File: src/rtl/vga_pkg.sv
// Shared VGA timing package.
// Holds the default 640x480@60 Hz timing (100 MHz clock, 25 MHz pixel rate),
// the derived line/frame totals and the sync window bounds. The colour stage
// and the top both read these constants.
package vga_pkg;

  localparam int COORD_W_DEF  = 10;
  typedef logic [COORD_W_DEF-1:0] coord_t;

  localparam int   CLK_DIV_DEF  = 4;
  localparam int   H_ACTIVE_DEF = 640;
  localparam int   H_FP_DEF     = 16;
  localparam int   H_SYNC_DEF   = 96;
  localparam int   H_BP_DEF     = 48;
  localparam int   V_ACTIVE_DEF = 480;
  localparam int   V_FP_DEF     = 10;
  localparam int   V_SYNC_DEF   = 2;
  localparam int   V_BP_DEF     = 33;
  localparam logic SYNC_POL_DEF = 1'b0;

  function automatic int line_total(input int active, input int fp,
                                    input int sync, input int bp);
    return active + fp + sync + bp;
  endfunction

  localparam int H_TOTAL_DEF = line_total(H_ACTIVE_DEF, H_FP_DEF, H_SYNC_DEF, H_BP_DEF);
  localparam int V_TOTAL_DEF = line_total(V_ACTIVE_DEF, V_FP_DEF, V_SYNC_DEF, V_BP_DEF);

  // Inclusive sync windows in counter units (656..751 and 490..491).
  localparam int H_SYNC_START_DEF = H_ACTIVE_DEF + H_FP_DEF;
  localparam int H_SYNC_END_DEF   = H_SYNC_START_DEF + H_SYNC_DEF - 1;
  localparam int V_SYNC_START_DEF = V_ACTIVE_DEF + V_FP_DEF;
  localparam int V_SYNC_END_DEF   = V_SYNC_START_DEF + V_SYNC_DEF - 1;

endpackage

File: src/rtl/vga_pix_div.sv
// Pixel-rate divider.
// Counts 0..CLK_DIV-1 on every clock and flags the last clock of each period.
// Ports:
//   clk_i   system clock
//   rst_ni  asynchronous active-low reset
//   adv_o   high on the last clock of each CLK_DIV-clock period
module vga_pix_div #(
  parameter int CLK_DIV = 4
) (
  input  logic clk_i,
  input  logic rst_ni,
  output logic adv_o
);

  // At least one bit so CLK_DIV==1 still elaborates; the counter then sits
  // at 0 and adv_o is permanently high.
  localparam int CW = (CLK_DIV > 1) ? $clog2(CLK_DIV) : 1;
  localparam logic [CW-1:0] LAST = CW'(CLK_DIV - 1);

  logic [CW-1:0] cnt_q, cnt_d;

  assign adv_o = (cnt_q == LAST);

  always_comb begin
    cnt_d = cnt_q + CW'(1);
    if (adv_o) cnt_d = '0;
  end

  always_ff @(posedge clk_i or negedge rst_ni) begin
    if (!rst_ni) cnt_q <= '0;
    else         cnt_q <= cnt_d;
  end

endmodule

File: src/rtl/vga_sync_gen.sv
// VGA sync/timing generator.
// Produces sync, pixel enable, active-video flag and pixel coordinates for
// the downstream colour stage. Every output is a registered decode of the
// internal counters, so all outputs share one clock of latency.
// Ports:
//   clk_i           system clock
//   reset_ni        asynchronous active-low reset
//   pix_tick_o      one-clock pulse on the last clock of each pixel period
//   hsync_o         horizontal sync, active level SYNC_POL
//   vsync_o         vertical sync, active level SYNC_POL
//   video_on_o      inside the visible area
//   x_o, y_o        pixel column / line counters
//   line_start_o    pix_tick where x==0
//   frame_start_o   pix_tick where x==0 and y==0
module vga_sync_gen
  import vga_pkg::*;
#(
  parameter int   CLK_DIV  = CLK_DIV_DEF,
  parameter int   H_ACTIVE = H_ACTIVE_DEF,
  parameter int   H_FP     = H_FP_DEF,
  parameter int   H_SYNC   = H_SYNC_DEF,
  parameter int   H_BP     = H_BP_DEF,
  parameter int   V_ACTIVE = V_ACTIVE_DEF,
  parameter int   V_FP     = V_FP_DEF,
  parameter int   V_SYNC   = V_SYNC_DEF,
  parameter int   V_BP     = V_BP_DEF,
  parameter logic SYNC_POL = SYNC_POL_DEF,
  parameter int   COORD_W  = COORD_W_DEF
) (
  input  logic               clk_i,
  input  logic               reset_ni,
  output logic               pix_tick_o,
  output logic               hsync_o,
  output logic               vsync_o,
  output logic               video_on_o,
  output logic [COORD_W-1:0] x_o,
  output logic [COORD_W-1:0] y_o,
  output logic               line_start_o,
  output logic               frame_start_o
);

  localparam int H_TOTAL = line_total(H_ACTIVE, H_FP, H_SYNC, H_BP);
  localparam int V_TOTAL = line_total(V_ACTIVE, V_FP, V_SYNC, V_BP);

  localparam logic [COORD_W-1:0] H_LAST   = COORD_W'(H_TOTAL - 1);
  localparam logic [COORD_W-1:0] V_LAST   = COORD_W'(V_TOTAL - 1);
  localparam logic [COORD_W-1:0] H_ACT_C  = COORD_W'(H_ACTIVE);
  localparam logic [COORD_W-1:0] V_ACT_C  = COORD_W'(V_ACTIVE);
  localparam logic [COORD_W-1:0] HS_FIRST = COORD_W'(H_ACTIVE + H_FP);
  localparam logic [COORD_W-1:0] HS_LAST  = COORD_W'(H_ACTIVE + H_FP + H_SYNC - 1);
  localparam logic [COORD_W-1:0] VS_FIRST = COORD_W'(V_ACTIVE + V_FP);
  localparam logic [COORD_W-1:0] VS_LAST  = COORD_W'(V_ACTIVE + V_FP + V_SYNC - 1);

  logic adv;

  vga_pix_div #(
    .CLK_DIV (CLK_DIV)
  ) u_pix_div (
    .clk_i  (clk_i),
    .rst_ni (reset_ni),
    .adv_o  (adv)
  );

  logic [COORD_W-1:0] h_cnt_q, h_cnt_d;
  logic [COORD_W-1:0] v_cnt_q, v_cnt_d;

  // v wraps on the same edge as the h wrap at the last line.
  always_comb begin
    h_cnt_d = h_cnt_q;
    v_cnt_d = v_cnt_q;
    if (adv) begin
      if (h_cnt_q == H_LAST) begin
        h_cnt_d = '0;
        if (v_cnt_q == V_LAST) v_cnt_d = '0;
        else                   v_cnt_d = v_cnt_q + COORD_W'(1);
      end else begin
        h_cnt_d = h_cnt_q + COORD_W'(1);
      end
    end
  end

  always_ff @(posedge clk_i or negedge reset_ni) begin
    if (!reset_ni) begin
      h_cnt_q <= '0;
      v_cnt_q <= '0;
    end else begin
      h_cnt_q <= h_cnt_d;
      v_cnt_q <= v_cnt_d;
    end
  end

  logic               pix_tick_q, pix_tick_d;
  logic               hsync_q, hsync_d;
  logic               vsync_q, vsync_d;
  logic               video_on_q, video_on_d;
  logic [COORD_W-1:0] x_q, x_d;
  logic [COORD_W-1:0] y_q, y_d;
  logic               line_start_q, line_start_d;
  logic               frame_start_q, frame_start_d;

  always_comb begin
    pix_tick_d    = adv;
    x_d           = h_cnt_q;
    y_d           = v_cnt_q;
    video_on_d    = (h_cnt_q < H_ACT_C) && (v_cnt_q < V_ACT_C);
    hsync_d       = ~SYNC_POL;
    vsync_d       = ~SYNC_POL;
    if ((h_cnt_q >= HS_FIRST) && (h_cnt_q <= HS_LAST)) hsync_d = SYNC_POL;
    if ((v_cnt_q >= VS_FIRST) && (v_cnt_q <= VS_LAST)) vsync_d = SYNC_POL;
    line_start_d  = adv && (h_cnt_q == '0);
    frame_start_d = adv && (h_cnt_q == '0) && (v_cnt_q == '0);
  end

  always_ff @(posedge clk_i or negedge reset_ni) begin
    if (!reset_ni) begin
      pix_tick_q    <= 1'b0;
      hsync_q       <= ~SYNC_POL;
      vsync_q       <= ~SYNC_POL;
      video_on_q    <= 1'b0;
      x_q           <= '0;
      y_q           <= '0;
      line_start_q  <= 1'b0;
      frame_start_q <= 1'b0;
    end else begin
      pix_tick_q    <= pix_tick_d;
      hsync_q       <= hsync_d;
      vsync_q       <= vsync_d;
      video_on_q    <= video_on_d;
      x_q           <= x_d;
      y_q           <= y_d;
      line_start_q  <= line_start_d;
      frame_start_q <= frame_start_d;
    end
  end

  assign pix_tick_o    = pix_tick_q;
  assign hsync_o       = hsync_q;
  assign vsync_o       = vsync_q;
  assign video_on_o    = video_on_q;
  assign x_o           = x_q;
  assign y_o           = y_q;
  assign line_start_o  = line_start_q;
  assign frame_start_o = frame_start_q;

endmodule

File: config.mk
export PLATFORM = sky130hd
export DESIGN_NAME = vga_sync_gen
export DESIGN_NICKNAME = d
export VERILOG_FILES = /design/src/rtl/vga_pkg.sv /design/src/rtl/vga_pix_div.sv /design/src/rtl/vga_sync_gen.sv
export SDC_FILE = /design/constraint.sdc
export NUM_CORES = 1
export LEC_CHECK = 0
export ABC_CLOCK_PERIOD_IN_PS = 2380
export CAP_MARGIN = 0
export CORE_MARGIN = 2
export CORE_UTILIZATION = 45
export DETAILED_ROUTE_END_ITERATION = 12
export PLACE_DENSITY_LB_ADDON = 0.25
export REMOVE_ABC_BUFFERS = 1
export SYNTH_ARGS = -nofsm -noshare
export SYNTH_HDL_FRONTEND = slang
export SYNTH_SLANG_ARGS = --single-unit
File: constraint.sdc
create_clock -name clk_i -period 2.38 [get_ports clk_i]
set_input_delay 0.357 -clock clk_i [delete_from_list [all_inputs] [get_ports clk_i]]
set_output_delay 0.357 -clock clk_i [all_outputs]
set_load 0.01 [all_outputs]
# Word-level counts from Yosys, hierarchy flattened
# Cells that the tools add are included.
[word_totals]
regBits = 48
latch_bits = 0
ram_bits = 0
mem_bits_ro = 0
in_bits = 2
output_inout_bits = 26
elab_cells = 36
n_memories = 0
[classes]
add_sub_neg = 3
n_mul = 0
div_mod_pow = 0
magnitude_cmp = 6
eq_ne = 3
shifts = 0
muxes = 5
bitwise = 0
reduce_logical = 8
[ops]
columns = ["operator", "n"]
rows = [
  ["adder 10 x 1 -> 10 bit, second input constant", 2],
  ["== test 10 bit, second input constant", 2],
  ["zero test 10 bit", 2],
  ["two-way mux 10 bit", 2],
  ["greater-or-equal comparator 10 bit, second input constant", 1],
  ["greater-or-equal comparator 10 x 9 -> 1 bit, second input constant", 1],
  ["less-or-equal comparator 10 bit, second input constant", 1],
  ["less-or-equal comparator 10 x 9 -> 1 bit, second input constant", 1],
  ["less-than comparator 10 bit, second input constant", 1],
  ["less-than comparator 10 x 9 -> 1 bit, second input constant", 1],
  ["logical AND 1 bit", 5],
  ["adder 2 x 1 -> 2 bit, second input constant", 1],
  ["== test 2 bit, second input constant", 1],
  ["two-way mux 1 bit", 2],
  ["two-way mux 2 bit", 1],
  ["AND reduction 2 bit", 1],
]

# Logic depth before layout (Yosys ltp)
# Gate-level depths: netlist (run 1).
[depth]
depth_word = 3
depth_mapped = 6
mapped_depth_nobuf = 6

# Modules after synthesis
# A second synthesis (run 1) with hierarchy kept.
[unflattened]
hier_cells = 148
hier_area_um2 = 1841.8
[by_module_without_submodules]
columns = ["mod", "instances", "cells_per_inst", "area_each_um2", "seq_area_each_um2"]
rows = [
  ["vga_sync_gen", 1, 144, 1775.5, 1153.6],
  ["vga_pix_div", 1, 4, 66.3, 50.0],
]

# Worst setup path before layout (run 1)
# Ideal clock, no wire load.
[synth_timing]
kind = "register to register"
start = "register h_cnt_q[0]"
end = "register v_cnt_q[3]"
setup_ns = 0.083
t_arrival_ns = 1.756
required_time_ns = 2.297
slack_ns = 0.541
path_stages_with_launch = 6
path_buffers = 0
synth_period_minus_slack_ns = 1.839
cell_sequence = "dfrtp_1 > ha_1 > nand2_1 > or4b_4 > or4_1 > o21ai_0"
[synth_via]
elab_chain_len = 2
[synth_lines]
columns = ["item", "line", "text"]
rows = [
  ["start, declared", "vga_sync_gen.sv:64", "logic [COORD_W-1:0] h_cnt_q, h_cnt_d;"],
  ["start signal, assigned", "vga_sync_gen.sv:87", "h_cnt_q <= h_cnt_d;"],
  ["== test 10 bit", "vga_sync_gen.sv:72", "if (h_cnt_q == H_LAST) begin"],
  ["AND reduction 2 bit (no line)", "--", ""],
  ["end signal, assigned", "vga_sync_gen.sv:88", "v_cnt_q <= v_cnt_d;"],
  ["end, declared", "vga_sync_gen.sv:65", "logic [COORD_W-1:0] v_cnt_q, v_cnt_d;"],
]
# No other way between the ends.
# A chain may end at the register's enable or synchronous reset.

# Final worst setup path (run 1)
# Ends and elaborated chain as after synthesis.

==> run_results.csv, run 1 <==
group,metric,value,unit
die,row_count,23,
power_and_ir_drop,p_int,1.08,mW
clocking,cts_hold_buf,1,
power_and_ir_drop,switchingPower,0.253,mW
global_route,top_usage_layer,"met2",
power_and_ir_drop,comb_power_share,0.014,
logic_synthesis,ys_ff_latch,48,
power_and_ir_drop,fin_total_pwr,1.33,mW
logic_synthesis,yosysWarnings,0,
layout,syn2layout_area_growth,23.5,%
route,firstDrtPassIters,4,
power_and_ir_drop,power_density,567,mW/mm2
global_route,met3_usage,0.0390,
die,design.die.area,0.00475,mm2
clocking,cts_max_path_buffers,2,
clocking,cts-buffers-inserted,5,
route,ant_nets,0,
logic_synthesis,synth_ff_type,"dfrtp_1",
clocking,ctsResizeCount,0,
global_route,grt_pass1_wl,5730,um
hold_path,hold-path-cell-count,1,
logic_synthesis,synth.top_cell.area_share,0.606,
global_route,use_met1,0.222,
logic_synthesis,yosysTopAreaCell,"dfrtp_1",
critical_path,end_kind,"register",
run_status,outcome,"finished clean",
critical_path,worstPathMaxFanout,6,
die,coreArea,0.00403,mm2
power_and_ir_drop,pwr-share-clk,0.373,
logic_synthesis,ys_types,36,
route,first_iter_violations,86,
sta,slew_headroom,0.715,
critical_path,critical_path.startpoint_type,"register",
route,routed_wirelength,3520,um
sta,setup-tns-final,0,ps
die,pin_count,28,
job,drv_cap,0,
power_and_ir_drop,ir_drop,0.365,mV
global_route,use_met2,0.254,
place,io_buffers,27,
logic_synthesis,syn_inst,155,
die,start_util,0.471,
critical_path,cpPeakStageDelay,550,ps
sta,finalCritPeriodShare,0.843,
logic_synthesis,synth-async-reset-ratio,1.00,
sta,grt_setup_unrepaired,"false",
layout,drive_above_1_share,0.0847,
sta,fmax,0.498,GHz
power_and_ir_drop,p_leak,1.04,nW
layout,diodes,0,
logic_synthesis,avgSynthCellArea,12.2,um2
critical_path,slowest_stage,"or4b_4",
route,vias_per_cell,5.46,
route,post-route-drc-count,0,
global_route,grt_pass1_vias,1243,
clocking,tritoncts,"yes",
critical_path,worstPathArrival,2220,ps
logic_synthesis,yosysMostFrequentCell,"dfrtp_1",
sta,fin_worst_skew,9.42,ps
global_route,grt_max_degree,25,
route,avgRoutedWirePerCell,14.7,um
logic_synthesis,synthTopCellsByArea,"dfrtp_1, ha_1, dfstp_2",
die,die_w,68.9,um
clocking,clk_latency,290,ps
clocking,cts_setup_buffers,0,
layout,final.fill_count,342,
clocking,numClockSinks,48,
route,via_count,1304,
critical_path,cp.required,2600,ps
layout,multi_input_comb_area,647,um2
sta,hold_viol,0,
sta,tightest_slew,421,ps
logic_synthesis,synth_top_cells_by_count,"dfrtp_1, nand2_1, nand3_1, o21ai_0, nand4_1",
sta,period_needed,2010,ps
layout,nets,196,
power_and_ir_drop,swShare,0.190,
global_route,antenna_found_initial,0,
logic_synthesis,yosysSeqAreaShare,0.634,
clocking,path_clk_slew,80,ps
layout,seq_area,0.00120,mm2
critical_path,path_cells,"ha_1 > nand2_1 > or4b_4 > or4_1 > o21ai_0",
sta,slew_violations,0,
sta,finalSetupViolCount,0,
global_route,grt_overflow,0,
hold_path,worst_hold_path_type,"register to register",
global_route,grt_usage,0.166,
clocking,cts_max_level,2,
critical_path,worstSetupPathType,"register to register",
die,die_h,68.9,um
critical_path,rr_worst_depth,5,
place,dp_hpwl,2480,um
clocking,cts-root-buf,"clkbuf_8",
power_and_ir_drop,seq_power_share,0.613,
logic_synthesis,synth-edff-count,0,
place,gp_congestion,0.917,
logic_synthesis,syn_area,0.00190,mm2
## cell families after synthesis
kind of cell | count (synthesis) | share of synthesized area
flops | 48 | 0.634
buf+inv | 12 | 0.0250
compound gates | 23 | 0.0784
fa+ha+maj | 5 | 0.0330
mux | 1 | 0.00527
simple gates | 57 | 0.183
xor+xnor | 9 | 0.0415
## area by class of cell
class | count | share of cell area
clock buffers | 7 | 0.0411
inverters | 6 | 0.00961
multi-input cells | 95 | 0.276
flip-flops and latches | 48 | 0.513
well taps | 50 | 0.0267
repair buffers | 33 | 0.133
## placed cells by master, fill, tap and decap left out, types with 2 or more instances in the layout
master and count:
and3_1 6, nand4b_1 3, nor2_1 6, a21oi_1 2, nor4b_1 4, nor4_1 3
dfrtp_1 46, nand2_1 10, a31oi_1 2, xnor2_1 6, o21ai_0 8, xor2_1 3
and2_1 2, o31ai_1 2, o211ai_1 3, nand4_1 7, inv_1 6, ha_1 5
clkbuf_8 7, clkdlybuf4s50_1 26, a41oi_1 2, nand3_1 8, dfstp_2 2, buf_4 5
## per-layer routing
| metal | up-vias | wire length, um |
|---|---|---|
| met2 | 45 | 1680 |
| li1 | 627 | - |
| met5 | - | 0 |
| met1 | 626 | 1580 |
| met4 | 0 | 46 |
| met3 | 6 | 212 |
## power groups by stage
| stage | registers, mW | logic, mW | clock network (mW) |
|---|---|---|---|
| CTS | 0.815 | 0.0200 | 0.511 |
| detailed placement | 0.831 | 0.0187 | 0 |
| floorplan | 0.831 | 0.000000232 | 0 |
| global route | 0.815 | 0.0226 | 0.546 |
| global placement | 0.831 | 0.0184 | 0 |
| finish | 0.815 | 0.0189 | 0.497 |
## state kept, by name (all words and copies together) (netlist names)
register,flops
x_o,10
v_cnt_q,10
video_on_o,1
pix_tick_o,1
u_pix_div.cnt_q,2
frame_start_o,1
y_o,10
h_cnt_q,10
line_start_o,1
hsync_o,1
vsync_o,1
## critical path: cells and delay by family (launching register included)
family	cells	cell delay, ps
AND/OR/NAND/NOR	3	1160
flip-flops	1	450
adder cells (fa/ha/maj)	1	250
AO/OA/AOI/OAI	1	80
## path summary, 6_finish.rpt
path	start	to	slack, ps
hold / removal	u_pix_div.cnt_q[0]$_DFF_PN0_	u_pix_div.cnt_q[0]$_DFF_PN0_	430
max in group asynchronous	reset_ni	h_cnt_q[3]$_DFFE_PN0P_	1370
setup / recovery	h_cnt_q[0]$_DFFE_PN0P_	v_cnt_q[3]$_DFFE_PN0P_	370
hold reg to reg	u_pix_div.cnt_q[0]$_DFF_PN0_	u_pix_div.cnt_q[0]$_DFF_PN0_	430
setup reg to reg	h_cnt_q[0]$_DFFE_PN0P_	v_cnt_q[3]$_DFFE_PN0P_	370
min in group asynchronous	reset_ni	y_o[4]$_DFF_PN0_	440
## per-stage QoR
| stage | worst slack, ps | utilization | area, um2 | hold slack (ps) | std cells |
|---|---|---|---|---|---|
| floorplan | 60.6 | - | 1870 | 61.4 | 149 |
| global placement | 487 | 0.556 | 2240 | 229 | 231 |
| detailed placement | 384 | 0.556 | 2240 | 230 | 231 |
| CTS | 358 | 0.582 | 2340 | 432 | 239 |
| global route | 239 | 0.582 | 2340 | 467 | 239 |
| finish | 373 | 0.582 | 2340 | 427 | 239 |
Note: power is estimated with default switching activity, not from simulation.
==> run 2: changes to the inputs <==
Settings changed: ABC_CLOCK_PERIOD_IN_PS 2380 to 2100.
Clock period 2.38 ns to 2.1 ns, I/O delays scaled along.
==> run 2 against run 1 <==
  * The flow now finishes with violations (hold timing)
  * Register-to-register slack got worse by 250 ps
  * Maximum frequency rose by 1.5%
  * Largest cell class unchanged
  * Flip-flop and latch count did not move
  * Power rose by 9.8%
  * Sequential share of layout area fell by 0.54 points
  * Clock-buffer cell count did not move
  * Worst hold slack got worse by 430 ps
  * First-iteration DRC count rose by 16%
  * Sequential power rose by 13%
==> run_results.csv, run 2 (synthesis results as in run 1) <==
group,metric,value,unit
run_status,violations,"hold timing",
power_and_ir_drop,seq_power_share,0.632,
power_and_ir_drop,comb_power_share,0.014,
global_route,use_met2,0.280,
clocking,path_clk_slew,80,ps
layout,stdcell_count,246,
global_route,antenna_found_initial,0,
die,die_h,68.9,um
layout,syn2layout_area_growth,25.1,%
layout,final_cell_mix,"dfrtp_1, clkdlybuf4s50_1, buf_4",
sta,fmax,0.506,GHz
die,die_w,68.9,um
sta,slew_violations,0,
global_route,grt_usage,0.186,
hold_path,worst_hold_path_type,"input pin to async pin",
sta,slew_headroom,0.626,
power_and_ir_drop,p_int,1.16,mW
run_status,outcome,"finished with violations",
sta,tightest_slew,561,ps
global_route,use_met1,0.264,
critical_path,critical_path.startpoint_type,"register",
place,dp.cells,238,
clocking,cts_max_level,2,
place,placed_cell_area,0.00229,mm2
sta,finalSetupViolCount,0,
sta,grt_setup_unrepaired,"false",
power_and_ir_drop,power_density,615,mW/mm2
power_and_ir_drop,ir_drop,0.390,mV
clocking,cts_max_path_buffers,2,
die,pin_count,28,
clocking,clk_latency,300,ps
critical_path,worstSetupPathType,"register to register",
global_route,grt_max_degree,26,
route,avgRoutedWirePerCell,15.1,um
layout,final_area,0.00237,mm2
clocking,cts_setup_buffers,0,
sta,finalCritPeriodShare,0.941,
critical_path,worstPathArrival,2200,ps
global_route,top_usage_layer,"met2",
clocking,tritoncts,"yes",
global_route,grt_pass1_wl,6470,um
critical_path,cpPeakStageDelay,550,ps
route,routed_wirelength,3730,um
sta,fin_hold_ws,-0.436,ps
route,via_count,1357,
critical_path,path_cells,"ha_1 > nand2_1 > or4b_4 > or4_1 > o21ai_0",
route,firstDrtPassIters,4,
sta,fin_worst_skew,4.37,ps
layout,drive_above_1_share,0.122,
die,coreArea,0.00403,mm2
job,drv_cap,0,
place,gp_congestion,0.865,
place,io_buffers,27,
critical_path,worstPathMaxFanout,6,
route,vias_per_cell,5.52,
place,pre_cts_slack,107,ps
power_and_ir_drop,p_leak,1.06,nW
power_and_ir_drop,switchingPower,0.301,mW
sta,hold_viol,3,
route,first_iter_violations,100,
critical_path,cp.required,2320,ps
place,dp_hpwl,2560,um
route,ant_nets,0,
power_and_ir_drop,swShare,0.206,
power_and_ir_drop,pwr-share-clk,0.354,
die,design.die.area,0.00475,mm2
clocking,cts-root-buf,"clkbuf_8",
die,start_util,0.471,
sta,worst_slack,123,ps
critical_path,slowest_stage,"or4b_4",
global_route,grt_pass1_vias,1329,
global_route,met3_usage,0.0487,
clocking,numClockSinks,48,
global_route,grt_overflow,0,
layout,nets,202,
critical_path,end_kind,"register",
power_and_ir_drop,fin_total_pwr,1.46,mW
route,post-route-drc-count,0,
sta,setup-tns-final,0,ps
clocking,cts-buffers-inserted,5,
layout,final_common_cell,"dfrtp_1",
layout,diodes,0,
sta,period_needed,1980,ps
die,row_count,23,
run 2: cell types whose count changed in the layout (fill, tap and decap cells not counted):
cell / previous run / this run
dfrtp_1: 46 / 44
dfrtp_2: 0 / 2
clkbuf_8: 7 / 5
dlygate4sd3_1: 1 / 0
clkbuf_1: 0 / 2
buf_4: 5 / 12
clkinv_2: 0 / 1
run 2: critical path, delay by kind of cell, from the launching register on:
kind                       cells  cell delay [ps]
DFF                            1              430
AOI/OAI and AO/OA              1               80
and+or+nand+nor                3             1170
adders and majority gates      1              230
run 2: area by class of cell:
cell class | count | area, um2
fill | 333 | 1650
sequential | 48 | 1210
multi-input combinational | 95 | 647
timing repair buffer | 39 | 355
clock buffer | 7 | 76.3
tap | 50 | 62.6
inverter | 6 | 22.5
clock inverter | 1 | 5.00
run 2: metal layers:
layer,share of wire,routed length [um],up-vias
li1,-,-,638
met1,0.47,1750,670
met2,0.47,1750,44
met3,0.052,195,5
met4,0.0094,35,0
met5,0,0,-
run 2: what timing repair did:
| item | CTS | global route |
|---|---|---|
| hold buffers | 0 | 0 |
| resized for setup | 0 | 2 |
| endpoints found under the setup margin | 0 | 3 |
run 2: path summary, 6_finish.rpt:
check                                             start                           end  slack (ps)  depth (start not counted)
setup / recovery                 h_cnt_q[1]$_DFFE_PN0P_        v_cnt_q[3]$_DFFE_PN0P_         120                          5
hold / removal                                 reset_ni        v_cnt_q[8]$_DFFE_PN0P_        -0.4                          1
setup reg to reg                 h_cnt_q[1]$_DFFE_PN0P_        v_cnt_q[3]$_DFFE_PN0P_         120                          5
hold reg to reg            u_pix_div.cnt_q[0]$_DFF_PN0_  u_pix_div.cnt_q[0]$_DFF_PN0_         440                          1
max in group asynchronous                      reset_ni             hsync_o$_DFF_PN1_        1450                          2
min in group clk_i         u_pix_div.cnt_q[0]$_DFF_PN0_  u_pix_div.cnt_q[0]$_DFF_PN0_         440                          1
run 2: power groups by stage:
| stage | sequential (mW) | clock, mW | combinational (mW) |
|---|---|---|---|
| after floorplan | 0.942 | 0 | 0.000000232 |
| after global placement | 0.942 | 0 | 0.0212 |
| after detailed placement | 0.942 | 0 | 0.0216 |
| after CTS | 0.923 | 0.540 | 0.0217 |
| after global routing | 0.924 | 0.582 | 0.0241 |
| final | 0.923 | 0.518 | 0.0202 |
run 2: per-stage QoR:
stage / hold slack (ps) / util
2_1_floorplan: 19.4 / -
4_1_cts: 7.21 / 0.589
3_3_place_gp: 329 / 0.569
6_report: -0.436 / 0.589
5_1_grt: 23.6 / 0.589
3_5_place_dp: 331 / 0.569
